File: src/rtl/fetch_ctrl.sv
// Instruction-fetch sequencer: drives PC load/increment, reads 1-3 bytes per instruction
// through a req/ack port and hands the assembled instruction to execute via valid/ready.
module fetch_ctrl #(
  parameter int unsigned       ADDR_W    = 16,
  parameter logic [ADDR_W-1:0] RESET_VEC = '0
) (
  input  logic              clk,
  input  logic              rst_n,
  input  logic [ADDR_W-1:0] pc_addr,
  output logic              loadPC,
  output logic              incPC,
  output logic [ADDR_W-1:0] pc_load_addr,
  output logic              mem_req,
  output logic [ADDR_W-1:0] mem_addr,
  input  logic [7:0]        mem_rdata,
  input  logic              mem_ack,
  output logic [7:0]        ir_opcode,
  output logic [15:0]       ir_operand,
  output logic              ir_valid,
  input  logic              ir_ready,
  input  logic              branch_req,
  input  logic [ADDR_W-1:0] branch_target,
  input  logic              halt,
  output logic              halted
);

  typedef enum logic [2:0] {
    StResetLd, StFetchOp, StFetchB1, StFetchB2, StIssue, StHalted
  } state_e;

  state_e      state_q, state_d;
  logic        rst_load_q, rst_load_d;
  logic        ir_valid_q, ir_valid_d;
  logic        halted_q, halted_d;
  logic [7:0]  opcode_q, opcode_d;
  logic [15:0] operand_q, operand_d;

  logic in_fetch, branch_take, ack_take;

  always_comb begin
    in_fetch    = (state_q == StFetchOp) || (state_q == StFetchB1) || (state_q == StFetchB2);
    branch_take = branch_req && (state_q != StResetLd);
    // A redirect wins over a completing read: the byte is dropped and the PC not bumped.
    ack_take    = in_fetch && mem_ack && !branch_take;

    loadPC       = rst_load_q || branch_take;
    pc_load_addr = branch_take ? branch_target : RESET_VEC;
    incPC        = ack_take;
    mem_req      = in_fetch && !branch_take;
    mem_addr     = pc_addr;
  end

  always_comb begin
    state_d    = state_q;
    rst_load_d = 1'b0;
    opcode_d   = opcode_q;
    operand_d  = operand_q;

    if (branch_take) begin
      state_d = (state_q == StHalted && halt) ? StHalted : StFetchOp;
    end else begin
      unique case (state_q)
        StResetLd: begin
          // First cycle after release arms the load strobe; second cycle performs it.
          rst_load_d = !rst_load_q;
          if (rst_load_q) state_d = StFetchOp;
        end
        StFetchOp: begin
          if (ack_take) begin
            opcode_d  = mem_rdata;
            operand_d = 16'h0000;
            state_d   = (mem_rdata[7:6] == 2'b00) ? StIssue : StFetchB1;
          end
        end
        StFetchB1: begin
          if (ack_take) begin
            operand_d[7:0] = mem_rdata;
            state_d        = (opcode_q[7:6] == 2'b01) ? StIssue : StFetchB2;
          end
        end
        StFetchB2: begin
          if (ack_take) begin
            operand_d[15:8] = mem_rdata;
            state_d         = StIssue;
          end
        end
        StIssue: begin
          if (ir_ready) state_d = halt ? StHalted : StFetchOp;
        end
        StHalted: begin
          if (!halt) state_d = StFetchOp;
        end
        default: state_d = StResetLd;
      endcase
    end

    ir_valid_d = (state_d == StIssue);
    halted_d   = (state_d == StHalted);
  end

  always_ff @(posedge clk or negedge rst_n) begin
    if (!rst_n) begin
      state_q    <= StResetLd;
      rst_load_q <= 1'b0;
      ir_valid_q <= 1'b0;
      halted_q   <= 1'b0;
      opcode_q   <= 8'h00;
      operand_q  <= 16'h0000;
    end else begin
      state_q    <= state_d;
      rst_load_q <= rst_load_d;
      ir_valid_q <= ir_valid_d;
      halted_q   <= halted_d;
      opcode_q   <= opcode_d;
      operand_q  <= operand_d;
    end
  end

  assign ir_valid   = ir_valid_q;
  assign halted     = halted_q;
  assign ir_opcode  = opcode_q;
  assign ir_operand = operand_q;

endmodule

File: config.mk
export PLATFORM = sky130hd
export DESIGN_NAME = fetch_ctrl
export DESIGN_NICKNAME = d
export VERILOG_FILES = /design/src/rtl/fetch_ctrl.sv
export SDC_FILE = /design/constraint.sdc
export NUM_CORES = 1
export LEC_CHECK = 0
export BUFFER_PORTS_ARGS = -buffer_cell sky130_fd_sc_hd__buf_2
export CAP_MARGIN = 20
export CORE_ASPECT_RATIO = 1.5
export CORE_UTILIZATION = 41
export DETAILED_ROUTE_END_ITERATION = 10
export PLACE_DENSITY = 0.9
export REMOVE_ABC_BUFFERS = 1
export SETUP_SLACK_MARGIN = 0.15
export SLEW_MARGIN = 20
export SYNTH_ARGS = -nofsm -noshare
export SYNTH_HDL_FRONTEND = slang
export SYNTH_SLANG_ARGS = --single-unit
File: constraint.sdc
create_clock -name clk -period 1.62 [get_ports clk]
set_input_delay 0.081 -clock clk [delete_from_list [all_inputs] [get_ports clk]]
set_output_delay 0.081 -clock clk [all_outputs]
set_load 0.02 [all_outputs]
==> run summary <==
Sequential area share after synthesis - 48.90%
Tmin final - 1.597 ns
Final hold violation count - 0
Nets - 258
Critical path class - flip-flop to primary output
Max frequency - 0.6262 GHz
CP max FO - 5
Clock tree buffer depth - 2
Synth area leader - dfrtp_1
Post-DRT Antenna Nets - 0
Status - completed
Worst Reg-to-Reg Cells - 6
Area grow syn2layout - 50.04%
Pre-CTS WS - 0.08063 ns
Wire per inst - 18.48 um
Vias/cell - 5.612
LEAKAGE - 1.187 nW
Warnings from Yosys - 0
First-pass GRT wire length - 6.975 mm
Post-synth EDFFs - 0
Clock Skew - 0.006229 ns
Share of layout cells above drive strength 1 - 67.61%
Post-Syn Instances - 131
Worst vdd ir - 857.7 uV
Clock Pin Slew Worst Setup and Hold Paths - 0.07 ns
Top Ports - 107
Top-count cell post-synth - dfrtp_1
MaxCap Viol Count - 0
Critical path origin - state_q[1]
Slowest cell on crit path - dfrtp_2
Top post-synthesis cells by area - dfrtp_1, a22o_1, buf_4
Worst r2r src - state_q[2]
Setup tns final - 0 ns
Flop2flop setup slack - 0.09 ns
Crit share post-route - 98.57%
Setup violations, final - 0
Clk_lat worst skew - 0.29 ns
Routability congestion estimate - 0.9293
Largest net degree at the start of global routing - 31
Synthesized area per cell - 11.72 um^2
RSZ-0062 raised after global routing - yes
Hpwl dp - 3.250 mm
H-tree depth - 2
Number of buffers added on ports - 74
Max-slew violations - 0
Global route overflow - 0
Commonest cells in the netlist - dfrtp_1, and2_1, a22o_1, buf_4, mux2_2
Max stage delay on crit path - 0.46 ns
Initial Util - 44.10%
Core Box Area - 3481 um^2
Worst Setup EP - loadPC
Worst EP arrival - 1.52 ns
DR DRC count - 0
Power Density - 1661 nW/um^2
Worst Path Required - 1.54 ns
Die Y - 76.95 um
TritonCTS Buffers - 5
GR Util All Layers - 23.91%
Cell Rows - 26
Critical path cell sequence - o31a_4 -> or2_4 -> buf_6
Synth top area share - 48.90%
Worst Setup End Kind - primary output
DR iter-0 viols - 28
Hold crit path type - primary input to flip-flop
Crit start category - flip-flop
CTS tree - built
Measured slew at the worst slew-check pin - 0.6385 ns
Detailed-route wire length - 4.712 mm
Synth unique cells - 33
Via count - 1431
Asr flop ratio synth - 100.0%
Clk root buf - clkbuf_8
Main synth FF type - dfrtp_1
Worst slew margin - 57.43%
Vias in the first global route - 1468
Detailed-router iteration count before antenna repair - 4
Worst reg2reg path endpoint - halted
Antenna Cells - 0
Die width - 51.96 um
Synth Cell Area - 1535 um^2
Die area - 3998 um^2
WHS - 0.05141 ns
PnR worst setup slack - 0.02310 ns
Flops & latches, synth - 30
Hold depth - 2
Initial antenna violation count - 0
Clock sinks - 30
worst min path at each step:
stage                             from        endpoint  slack, ns
after floorplan                  rst_n          halted      -0.21
after global placement           rst_n   ir_operand[8]       0.13
after detailed placement         rst_n   ir_operand[1]       0.13
after CTS                 mem_rdata[5]  ir_operand[13]       0.05
after global routing      mem_rdata[3]  ir_operand[11]       0.05
final                     mem_rdata[5]  ir_operand[13]       0.05
layout by cell type (no fill, tap or decap), drive strengths merged:
cell and n:
a211oi 1, a21oi 1, a221o 1, a22o 16, a2bb2oi 1, and2 17
and2b 1, buf 93, clkbuf 7, clkinv 1, clkinvlp 1, dfrtp 30
dlygate4sd3 1, mux2 8, nand2 1, nand2b 1, nand4 1, nand4b 1
nand4bb 1, nor2 4, nor2b 6, nor3 2, nor3b 3, nor4 1
nor4b 1, o211ai 2, o21ai 2, o21ba 1, o21bai 3, o31a 3
or2 1
final cells by class:
cell class	count	area, um^2
multi-input cells	80	752.0
fillers	266	1177
clock inverters	1	5.005
inverters	1	7.507
clock buffers	7	86.33
well taps	42	52.55
repair buffers	94	646.9
flip-flops and latches	30	753.2
metal layers:
metal / up-vias / global-route usage, % / wire, um
met1: 688 / 24.81 / 1653
met2: 119 / 40.00 / 2414
met4: 0 / 9.730 / 92
met3: 7 / 11.11 / 552
met5: - / 0 / 0
li1: 617 / - / -
kinds of logic (layout without fill, tap and decap cells):
group           Yosys count  count (layout)  synth area share (%)
compound gates           29              31                 15.57
buf+inv                  23             103                 10.19
flops                    30              30                 48.90
mux                       8               8                 5.868
simple gates             41              41                 19.48
critical path, delay by kind of cell, from the launching register on:
family,cells,cell delay [ns]
simple gates,1,0.24
buf+inv,1,0.13
flops,1,0.46
compound gates,1,0.40
timing repair:
action | in CTS | in global routing
hold buffers | 1 | 0
cloned | 3 | 0
pin swaps | 4 | 17
setup endpoints to repair | 35 | 47
resized for setup | 30 | 42
buffers inserted | 6 | 2
hold endpoints to repair | 30 | 0
registers in the layout, indices dropped and copies added (netlist names):
| signal | cells |
|---|---|
| halted | 1 |
| ir_opcode | 8 |
| ir_operand | 16 |
| ir_valid | 1 |
| rst_load_q | 1 |
| state_q | 3 |
power breakdown:
part	total, mW	internal [mW]	switching [mW]
combinational	2.01	0.967	1.04
clock	0.628	0.342	0.286
sequential	1.19	0.999	0.193
total	3.83	2.31	1.52
per-stage QoR:
| stage | instances | cell area (um^2) | utilization, % | power, mW |
|---|---|---|---|---|
| after floorplan | 109 | 1383 | - | 2.127 |
| after global placement | 235 | 1881 | 54.03 | 2.660 |
| after detailed placement | 235 | 1881 | 54.03 | 2.714 |
| after CTS | 253 | 2152 | 61.83 | 3.610 |
| after global routing | 255 | 2303 | 66.18 | 4.024 |
| final | 255 | 2303 | 66.18 | 3.827 |
(Power assumes the default switching activity.)
